$ cat src/rtl/blake2_digest_unloader_if.sv
// Processor-side read-back stream of the Blake2 digest unloader.
// The master drives words; the slave returns ready_in.
interface blake2_digest_unloader_if #(
  parameter int BUS_WIDTH = 64
);
  logic [BUS_WIDTH-1:0] dout;
  logic                 valid_out;
  logic                 last_out;
  logic                 ready_in;

  modport master (output dout, output valid_out, output last_out, input ready_in);
  modport slave  (input dout, input valid_out, input last_out, output ready_in);
endinterface

$ cat src/rtl/blake2_digest_unloader.sv
// Captures engine digests on each digest_valid rise and streams them as BUS_WIDTH words, LSBs first.
// Optional macro DIGEST_DOUBLE_BUF_EN adds a pending digest register for gap-free back-to-back streams.
module blake2_digest_unloader #(
  parameter int BUS_WIDTH    = 64,
  parameter int DIGEST_WIDTH = 512,
  parameter int DIGEST_BYTES = 64
) (
  input  logic                     clk,
  input  logic                     reset_n,
  input  logic [DIGEST_WIDTH-1:0]  digest,
  input  logic                     digest_valid,
  input  logic                     clear_overrun,
  blake2_digest_unloader_if.master bus,
  output logic                     busy,
  output logic                     digest_overrun
);
  localparam int N_WORDS = (DIGEST_BYTES * 8 + BUS_WIDTH - 1) / BUS_WIDTH;
  localparam int PAD_W   = N_WORDS * BUS_WIDTH;
  localparam int IDX_W   = (N_WORDS > 1) ? $clog2(N_WORDS) : 1;
  localparam logic [IDX_W-1:0] LAST_IDX = IDX_W'(N_WORDS - 1);

  typedef enum logic [0:0] {IDLE = 1'b0, SEND = 1'b1} state_t;

  // Bytes beyond DIGEST_BYTES are zeroed at capture so they can never reach dout.
  function automatic logic [PAD_W-1:0] mask_digest(input logic [DIGEST_WIDTH-1:0] d);
    logic [PAD_W-1:0] m;
    m = {PAD_W{1'b0}};
    for (int b = 0; b < DIGEST_BYTES; b++) begin
      m[8*b +: 8] = d[8*b +: 8];
    end
    return m;
  endfunction

  function automatic logic [BUS_WIDTH-1:0] word_at(input logic [PAD_W-1:0] s,
                                                   input logic [IDX_W-1:0] i);
    return s[BUS_WIDTH*int'(i) +: BUS_WIDTH];
  endfunction

  state_t               state_r, state_nxt_s;
  logic [IDX_W-1:0]     idx_r, idx_nxt_s;
  logic [PAD_W-1:0]     shadow_r, shadow_nxt_s;
  logic                 dv_r;
  logic                 overrun_r, overrun_nxt_s, overrun_set_s;
  logic [BUS_WIDTH-1:0] dout_r, dout_nxt_s;
  logic                 valid_r, valid_nxt_s;
  logic                 last_r, last_nxt_s;
  logic                 busy_r, busy_nxt_s;
  logic                 rise_s, hs_s, at_last_s;
`ifdef DIGEST_DOUBLE_BUF_EN
  logic [PAD_W-1:0]     pending_r, pending_nxt_s;
  logic                 pend_full_r, pend_full_nxt_s;
`endif

  assign rise_s    = digest_valid & ~dv_r;
  assign hs_s      = valid_r & bus.ready_in;
  assign at_last_s = (idx_r == LAST_IDX);

  // State register: FSM, word index, digest storage and edge-detect history.
  always_ff @(posedge clk or negedge reset_n) begin
    if (!reset_n) begin
      state_r     <= IDLE;
      idx_r       <= {IDX_W{1'b0}};
      shadow_r    <= {PAD_W{1'b0}};
      dv_r        <= 1'b0;
      overrun_r   <= 1'b0;
`ifdef DIGEST_DOUBLE_BUF_EN
      pending_r   <= {PAD_W{1'b0}};
      pend_full_r <= 1'b0;
`endif
    end else begin
      state_r     <= state_nxt_s;
      idx_r       <= idx_nxt_s;
      shadow_r    <= shadow_nxt_s;
      dv_r        <= digest_valid;
      overrun_r   <= overrun_nxt_s;
`ifdef DIGEST_DOUBLE_BUF_EN
      pending_r   <= pending_nxt_s;
      pend_full_r <= pend_full_nxt_s;
`endif
    end
  end

  // Next-state logic: capture, word advance, stream hand-over and overrun detection.
  always_comb begin
    state_nxt_s   = state_r;
    idx_nxt_s     = idx_r;
    shadow_nxt_s  = shadow_r;
    overrun_set_s = 1'b0;
`ifdef DIGEST_DOUBLE_BUF_EN
    pending_nxt_s   = pending_r;
    pend_full_nxt_s = pend_full_r;
`endif
    case (state_r)
      IDLE: begin
        if (rise_s) begin
          shadow_nxt_s = mask_digest(digest);
          idx_nxt_s    = {IDX_W{1'b0}};
          state_nxt_s  = SEND;
        end else begin
          state_nxt_s  = IDLE;
        end
      end
      SEND: begin
        if (hs_s && at_last_s) begin
          idx_nxt_s = {IDX_W{1'b0}};
`ifdef DIGEST_DOUBLE_BUF_EN
          if (pend_full_r) begin
            shadow_nxt_s = pending_r;
            if (rise_s) begin
              pending_nxt_s = mask_digest(digest);
            end else begin
              pend_full_nxt_s = 1'b0;
            end
          end else if (rise_s) begin
            shadow_nxt_s = mask_digest(digest);
          end else begin
            state_nxt_s = IDLE;
          end
`else
          if (rise_s) begin
            shadow_nxt_s = mask_digest(digest);
          end else begin
            state_nxt_s = IDLE;
          end
`endif
        end else begin
          if (hs_s) begin
            idx_nxt_s = idx_r + {{(IDX_W-1){1'b0}}, 1'b1};
          end else begin
            idx_nxt_s = idx_r;
          end
          // A rise with no free slot drops the digest; the running stream is untouched.
`ifdef DIGEST_DOUBLE_BUF_EN
          if (rise_s && !pend_full_r) begin
            pending_nxt_s   = mask_digest(digest);
            pend_full_nxt_s = 1'b1;
          end else if (rise_s) begin
            overrun_set_s = 1'b1;
          end else begin
            overrun_set_s = 1'b0;
          end
`else
          if (rise_s) begin
            overrun_set_s = 1'b1;
          end else begin
            overrun_set_s = 1'b0;
          end
`endif
        end
      end
      default: begin
        state_nxt_s = IDLE;
        idx_nxt_s   = {IDX_W{1'b0}};
      end
    endcase

    if (overrun_set_s) begin
      overrun_nxt_s = 1'b1;
    end else if (clear_overrun) begin
      overrun_nxt_s = 1'b0;
    end else begin
      overrun_nxt_s = overrun_r;
    end
  end

  // Output decode from next state so every output comes straight from a flop.
  always_comb begin
    valid_nxt_s = (state_nxt_s == SEND);
`ifdef DIGEST_DOUBLE_BUF_EN
    busy_nxt_s  = (state_nxt_s != IDLE) | pend_full_nxt_s;
`else
    busy_nxt_s  = (state_nxt_s != IDLE);
`endif
    if (state_nxt_s == SEND) begin
      dout_nxt_s = word_at(shadow_nxt_s, idx_nxt_s);
      last_nxt_s = (idx_nxt_s == LAST_IDX);
    end else begin
      dout_nxt_s = {BUS_WIDTH{1'b0}};
      last_nxt_s = 1'b0;
    end
  end

  // Output registers.
  always_ff @(posedge clk or negedge reset_n) begin
    if (!reset_n) begin
      dout_r  <= {BUS_WIDTH{1'b0}};
      valid_r <= 1'b0;
      last_r  <= 1'b0;
      busy_r  <= 1'b0;
    end else begin
      dout_r  <= dout_nxt_s;
      valid_r <= valid_nxt_s;
      last_r  <= last_nxt_s;
      busy_r  <= busy_nxt_s;
    end
  end

  assign bus.dout       = dout_r;
  assign bus.valid_out  = valid_r;
  assign bus.last_out   = last_r;
  assign busy           = busy_r;
  assign digest_overrun = overrun_r;
endmodule

$ cat src/flat_wrapper.sv
// flat-port wrapper written by rule: the top's interface ports become plain ports
module blake2_digest_unloader_flat 
#(
  parameter int BUS_WIDTH    = 64,
  parameter int DIGEST_WIDTH = 512,
  parameter int DIGEST_BYTES = 64
)
  (clk, reset_n, digest, digest_valid, clear_overrun, busy, digest_overrun, bus_dout, bus_valid_out, bus_last_out, bus_ready_in);
  blake2_digest_unloader_if #(.BUS_WIDTH(BUS_WIDTH)) bus_i ();
  input  logic clk;
  input  logic reset_n;
  input  logic [DIGEST_WIDTH-1:0] digest;
  input  logic digest_valid;
  input  logic clear_overrun;
  output logic busy;
  output logic digest_overrun;
  output wire logic [$bits(bus_i.dout)-1:0] bus_dout;
  output wire logic [$bits(bus_i.valid_out)-1:0] bus_valid_out;
  output wire logic [$bits(bus_i.last_out)-1:0] bus_last_out;
  input wire logic [$bits(bus_i.ready_in)-1:0] bus_ready_in;
  assign bus_dout = bus_i.dout;
  assign bus_valid_out = bus_i.valid_out;
  assign bus_last_out = bus_i.last_out;
  assign bus_i.ready_in = bus_ready_in;
  blake2_digest_unloader #(.BUS_WIDTH(BUS_WIDTH), .DIGEST_WIDTH(DIGEST_WIDTH), .DIGEST_BYTES(DIGEST_BYTES)) u_core (.clk(clk), .reset_n(reset_n), .digest(digest), .digest_valid(digest_valid), .clear_overrun(clear_overrun), .bus(bus_i), .busy(busy), .digest_overrun(digest_overrun));
endmodule
$ cat config.mk
export PLATFORM = sky130hd
export DESIGN_NAME = blake2_digest_unloader_flat
export DESIGN_NICKNAME = d
export VERILOG_FILES = /design/src/rtl/blake2_digest_unloader_if.sv /design/src/rtl/blake2_digest_unloader.sv /design/src/flat_wrapper.sv
export SDC_FILE = /design/constraint.sdc
export NUM_CORES = 1
export LEC_CHECK = 0
export ABC_AREA = 1
export CAP_MARGIN = 0
export CORE_AREA = 2 2 226 228
export CTS_CLUSTER_SIZE = 16
export DETAILED_ROUTE_END_ITERATION = 8
export DIE_AREA = 0 0 228 230
export DONT_BUFFER_PORTS = 1
export PLACE_DENSITY_LB_ADDON = 0.1
export SYNTH_ARGS = -nofsm -noshare
export SYNTH_HDL_FRONTEND = slang
export SYNTH_SLANG_ARGS = --single-unit
$ cat constraint.sdc
create_clock -name clk -period 2.45 [get_ports clk]
set_input_delay 0.3675 -clock clk [delete_from_list [all_inputs] [get_ports clk]]
set_output_delay 0.3675 -clock clk [all_outputs]
set_load 0.02 [all_outputs]
==> results of run 1 <==
-- stage by stage --
step / total power [mW] / hold WS (ns) / worst slack [ns] / setup TNS (ns)
after CTS: 47.3 / -0.589 / 0.00249 / 0
after global routing: 51.4 / -0.581 / -0.0478 / -0.0800
after floorplan: 29.0 / 0.0719 / 0.501 / 0
after detailed placement: 36.9 / 0.0906 / -0.282 / -2.02
final: 48.9 / -0.568 / -0.00239 / -0.00239
after global placement: 36.5 / 0.0842 / -0.253 / -1.38
-- critical path: stages, from the launching register on --
cell	delay, ns
dfrtp_1	0.39
ha_2	0.22
ha_4	0.23
nor2_1	0.14
nor2_1	0.07
nand2_2	0.10
nand2_2	0.09
a21oi_4	0.20
buf_12	0.28
nand4_1	0.41
nand2_1	0.21
-- final timing paths --
| check | cells after the start | to |
|---|---|---|
| min | 0 | u_core.shadow_r[275] |
| max | 10 | u_core.bus.dout[44] |
| min in group clk | 3 | u_core.shadow_r[103] |
| max reg2reg | 10 | u_core.bus.dout[44] |
| min reg2reg | 2 | u_core.shadow_r[219] |
| max in group asynchronous | 0 | u_core.shadow_r[19] |
-- area by class of cell --
type	count	share of cell area
clock buffers	95	0.0524
repair buffers	634	0.198
inverters	100	0.0107
well taps	672	0.0237
clock inverters	14	0.00350
diodes	26	0.00184
flip-flops and latches	583	0.412
multi-input cells	2388	0.298
-- layout by cell type (no fill, tap or decap), types with 4 or more instances in the layout --
master	Yosys	layout
clkbuf_8	0	17
diode_2	0	26
clkbuf_16	0	73
o21a_1	38	38
buf_6	2	7
dfrtp_1	583	582
o21ai_1	11	11
inv_2	5	5
inv_1	95	94
clkinv_2	0	11
nand2_2	4	4
buf_4	8	61
nand4_1	107	107
dlygate4sd3_1	0	502
clkbuf_1	54	16
nand3_1	780	779
buf_16	0	12
nor2_1	41	41
o21ai_0	11	11
nand2_1	1382	1379
buf_12	0	38
-- state kept, by name, summed over array words and instances (netlist names) --
signal,flops
u_core.bus.dout,64
u_core.bus.last_out,1
u_core.digest_overrun,1
u_core.dv_r,1
u_core.idx_r,3
u_core.shadow_r,512
u_core.state_r,1
-- per-layer routing --
metal | up-vias | GRT usage | wire [um]
met4 | 12 | 0.174 | 5190
li1 | 11740 | - | -
met1 | 12722 | 0.522 | 41400
met2 | 1591 | 0.612 | 49300
met5 | - | 0 | 85
met3 | 326 | 0.0884 | 10300
-- cell families (layout without fill, tap and decap cells) --
kind of cell / after synthesis / after routing / share of synthesized area
flip-flops: 583 / 583 / 0.548
AND/OR/NAND/NOR: 2322 / 2322 / 0.377
other: 0 / 26 / 0
AO/OA/AOI/OAI: 64 / 64 / 0.0162
buffers and inverters: 345 / 843 / 0.0582
adder cells (fa/ha/maj): 2 / 2 / 0.000940
-- timing repair --
item	4_1_cts	5_1_grt
gates resized for setup	13	31
setup buffers	7	14
setup endpoints to repair	16	64
cloned	4	10
endpoints found under the hold margin	1085	583
pin swaps	9	18
-- power by group through the flow --
stage	sequential (mW)	combinational [mW]	clock, mW
after global routing	16.8	24.9	9.77
after global placement	16.4	20.0	0
after floorplan	15.9	13.1	0
final	16.5	23.1	9.28
after CTS	16.4	21.6	9.34
after detailed placement	16.5	20.4	0
==> impl_metrics.json, run 1 <==
{
  "fmax_mhz": 408,
  "grt_usage": 0.390,
  "cts-root-buf": "clkbuf_16",
  "grt_pass1_vias": 25504,
  "crit_fanout": 45,
  "finalHoldViolCount": 583,
  "vdd_drop_max_mv": 1.12,
  "clk_latency_ns": 0.64,
  "fillCellCount": 3855,
  "cts_tree": "built",
  "async_flop_share": 1.00,
  "layout-drive-gt1-share": 0.0655,
  "drt-initial-drc-count": 3368,
  "critPathCaptureType": "register",
  "internal_power_mw": 27.2,
  "synthTopCellsByCount": "1382 x nand2_1, 780 x nand3_1, 583 x dfrtp_1, 168 x buf_2, 107 x nand4_1",
  "grt_max_degree": 584,
  "critPathLaunchType": "register",
  "seqCellArea_um2": 14600,
  "die_x_um": 228,
  "timing.rr.start": "u_core.idx_r[0]",
  "critPathArrivalTime_ns": 3.01,
  "placed_cells": 3841,
  "synth_warnings": 0,
  "initial_utilization": 0.534,
  "path_clk_slew_ns": 0.06,
  "synth_top_cell_by_area": "dfrtp_1",
  "areaGrowthSynthToFinish_pct": 33.0,
  "setup_ws_ns": -0.00239,
  "status": "finished, violations left",
  "violations": "negative hold slack, negative setup slack",
  "firstDrtPassIters": 6,
  "place_area_um2": 27600,
  "finClkSkew_ns": 0.0156,
  "synth_area_leaders": "dfrtp_1 55%, nand2_1 19%, nand3_1 15%",
  "power_density_nw_per_um2": 1380,
  "setup_violations": 1,
  "synth-edff-count": 0,
  "core-area_um2": 49900,
  "rows": 82,
  "syn_inst": 3316,
  "clk_path_buf_depth": 3,
  "post-route-util": 0.710,
  "ys_ff_latch": 583,
  "antenna_found_initial": 32,
  "hp-class": "in -> async",
  "dieHeight_um": 230,
  "via_per_inst": 5.85,
  "syn_avg_cell_area_um2": 8.03,
  "drcViolationCount": 0,
  "cts_max_level": 2,
  "period_share": 1.00,
  "port_buffers": 0,
  "netSwitchingFraction": 0.444,
  "synthDominantCellAreaShare": 0.548,
  "startpoint": "u_core.idx_r[0]",
  "clkPwrFrac": 0.190,
  "p_sw_mw": 21.7,
  "num_vias": 26391,
  "synthesis.nets": 3835,
  "final_cell_area_um2": 35400,
  "slew_viol_final": 0,
  "min_period_ns": 2.45,
  "ys_seq_area_frac": 0.548,
  "rrSetupSlack_ns": -0.002,
  "synth_area_um2": 26600,
  "overflow": 0,
  "yosysMostFrequentCell": "nand2_1",
  "cts_hold_buffers": 502,
  "io_pins": 585,
  "clkSinkCount": 583,
  "grt_pass1_wl_mm": 156,
  "synthDistinctLibCells": 25,
  "crit_type": "reg -> reg",
  "instances_no_fill": 4512,
  "ant_nets": 0,
  "cts_buffers": 61,
  "p_seq_frac": 0.337,
  "postRouteWirelength_mm": 106,
  "tightest_slew_ns": 1.49,
  "nets": 4287,
  "combPwrFrac": 0.473,
  "hpwlAfterDp_mm": 68.5,
  "gp_congestion": 0.955,
  "multi_input_area_um2": 10600,
  "whs_ns": -0.568,
  "wl_per_cell_um": 23.5,
  "slew_headroom": 0.00624,
  "synth_ff_type": "dfrtp_1",
  "die_area_um2": 52400,
  "cp.required_ns": 3.01,
  "power.leakage_nw": 17.9,
  "maxCapViolations": 0
}
No activity file was read; power rests on OpenSTA's default activity.
==> inputs of run 2 (changes only) <==
- SETUP_SLACK_MARGIN: not set -> 0.05
==> run 2 against run 1 <==
Effect of this change:
- the flow finishes with violations (negative hold slack, max-slew violations, negative setup slack)
- design area up 0.58%
- critical path depth is 3 higher
- maximum frequency is essentially flat
- sequential power about the same
- critical endpoint is now u_core.bus.dout[34]
- highest routed layer unchanged
==> impl_metrics.json, run 2 (synthesis results as in run 1) <==
{
  "status": "finished, violations left",
  "crit_fanout": 10,
  "slew_headroom": -0.329,
  "rows": 82,
  "cts_buffers": 61,
  "path_clk_slew_ns": 0.06,
  "cts-root-buf": "clkbuf_16",
  "maxCapViolations": 0,
  "drcViolationCount": 0,
  "timing.rr.start": "u_core.idx_r[1]",
  "slew_viol_final": 310,
  "num_vias": 26459,
  "final_cell_mix": "1375 x nand2_1, 774 x nand3_1, 582 x dfrtp_1",
  "cp.required_ns": 3.02,
  "tightest_slew_ns": 1.99,
  "gp_congestion": 0.955,
  "grt_pass1_wl_mm": 157,
  "critPathArrivalTime_ns": 3.02,
  "areaGrowthSynthToFinish_pct": 33.8,
  "core-area_um2": 49900,
  "finalHoldViolCount": 583,
  "place_area_um2": 27600,
  "via_per_inst": 5.84,
  "total_power_mw": 49.2,
  "port_buffers": 0,
  "setup_violations": 1,
  "violations": "negative hold slack, max-slew violations, negative setup slack",
  "critPathCaptureType": "register",
  "initial_utilization": 0.534,
  "regMostFlops": "u_core.shadow_r",
  "placed_cells": 3841,
  "drt-initial-drc-count": 3390,
  "finClkSkew_ns": 0.0197,
  "firstDrtPassIters": 7,
  "rsz0062_at_grt": "yes",
  "largest_reg_flops": 512,
  "wl_per_cell_um": 23.5,
  "nets": 4302,
  "die_area_um2": 52400,
  "clkSinkCount": 583,
  "hpwlAfterDp_mm": 68.5,
  "r2r_end": "u_core.bus.dout[34]",
  "grt_usage": 0.393,
  "fmax_mhz": 408,
  "die_x_um": 228,
  "power.leakage_nw": 18.0,
  "vdd_drop_max_mv": 0.990,
  "cts_max_level": 2,
  "rrSetupSlack_ns": -0.0001,
  "instances_no_fill": 4534,
  "postRouteWirelength_mm": 106,
  "cts_tree": "built",
  "dieHeight_um": 230,
  "clk_latency_ns": 0.64,
  "layout_commonest_cell": "nand2_1",
  "setup_ws_ns": -0.000115,
  "setup-tns-final_ns": -0.000115,
  "cts_hold_buffers": 502,
  "period_share": 1.00,
  "post-place-ws_ns": -0.282,
  "whs_ns": -0.569,
  "clk_path_buf_depth": 3,
  "power_density_nw_per_um2": 1380,
  "antenna_found_initial": 33,
  "ff2ff_path_depth": 13,
  "io_pins": 585,
  "final_cell_area_um2": 35600,
  "post-route-util": 0.715,
  "grt_pass1_vias": 25599,
  "min_period_ns": 2.45,
  "crit_type": "reg -> reg",
  "critPathLaunchType": "register",
  "fillCellCount": 3830,
  "grt_max_degree": 584,
  "layout-drive-gt1-share": 0.0716,
  "ant_nets": 0,
  "hp-class": "in -> async",
  "overflow": 0
}
## run 2: cell count changes in the layout (fill, tap and decap cells not counted), sizes merged
cell    change
buf        +14
diode       +7
bufbuf      +3
clkbuf      -2
## run 2: timing repair
item                                    in CTS  in global routing
buffers inserted                            12                 22
gates cloned                                 6                  9
endpoints found under the setup margin      32                 64
gates resized for setup                     17                 34
pin swaps                                   10                 24
endpoints found under the hold margin     1085                583
## run 2: worst max-delay path, stage by stage (launching register included)
cell and delay (ns):
dfrtp_1 0.39, ha_2 0.21, ha_4 0.18, inv_2 0.07, nand2_1 0.05, nand2_1 0.06, nand2_1 0.10, nor2_4 0.20
buf_4 0.18, bufbuf_16 0.29, nand2_1 0.07, nand3_1 0.13, nand4_1 0.28, nand2_1 0.16
## run 2: worst max path at each step
stage,startpoint,endpoint,slack (ns),depth (start not counted)
after floorplan,u_core.idx_r[0],u_core.bus.dout[10],0.50,12
after global placement,u_core.idx_r[0],u_core.bus.dout[59],-0.25,14
after detailed placement,u_core.idx_r[0],u_core.bus.dout[59],-0.28,14
after CTS,u_core.idx_r[0],u_core.bus.dout[13],0.01,15
after global routing,u_core.idx_r[1],u_core.bus.dout[59],-0.01,13
final,u_core.idx_r[1],u_core.bus.dout[34],-0.0001,13
## run 2: cell type report
cell class,count,area [um^2],area share
clock inverters,14,124,0.00348
diodes,33,82.6,0.00232
repair buffers,649,7150,0.201
well taps,672,841,0.0236
multi-input cells,2388,10600,0.298
clock buffers,95,1860,0.0521
inverters,100,378,0.0106
flip-flops and latches,583,14600,0.409
## run 2: power breakdown
group	internal, mW	switching (mW)
combinational	7.85	15.5
clock	5.37	3.94
sequential	14.1	2.36
total	27.4	21.8
## run 2: routing by layer
layer  vias to the layer above  global-route usage  share of wire
met5                         -                   0        0.00087
met4                        12               0.176          0.049
met3                       349              0.0987          0.098
met2                      1572               0.614           0.47
met1                     12758               0.520           0.39
li1                      11768                   -              -
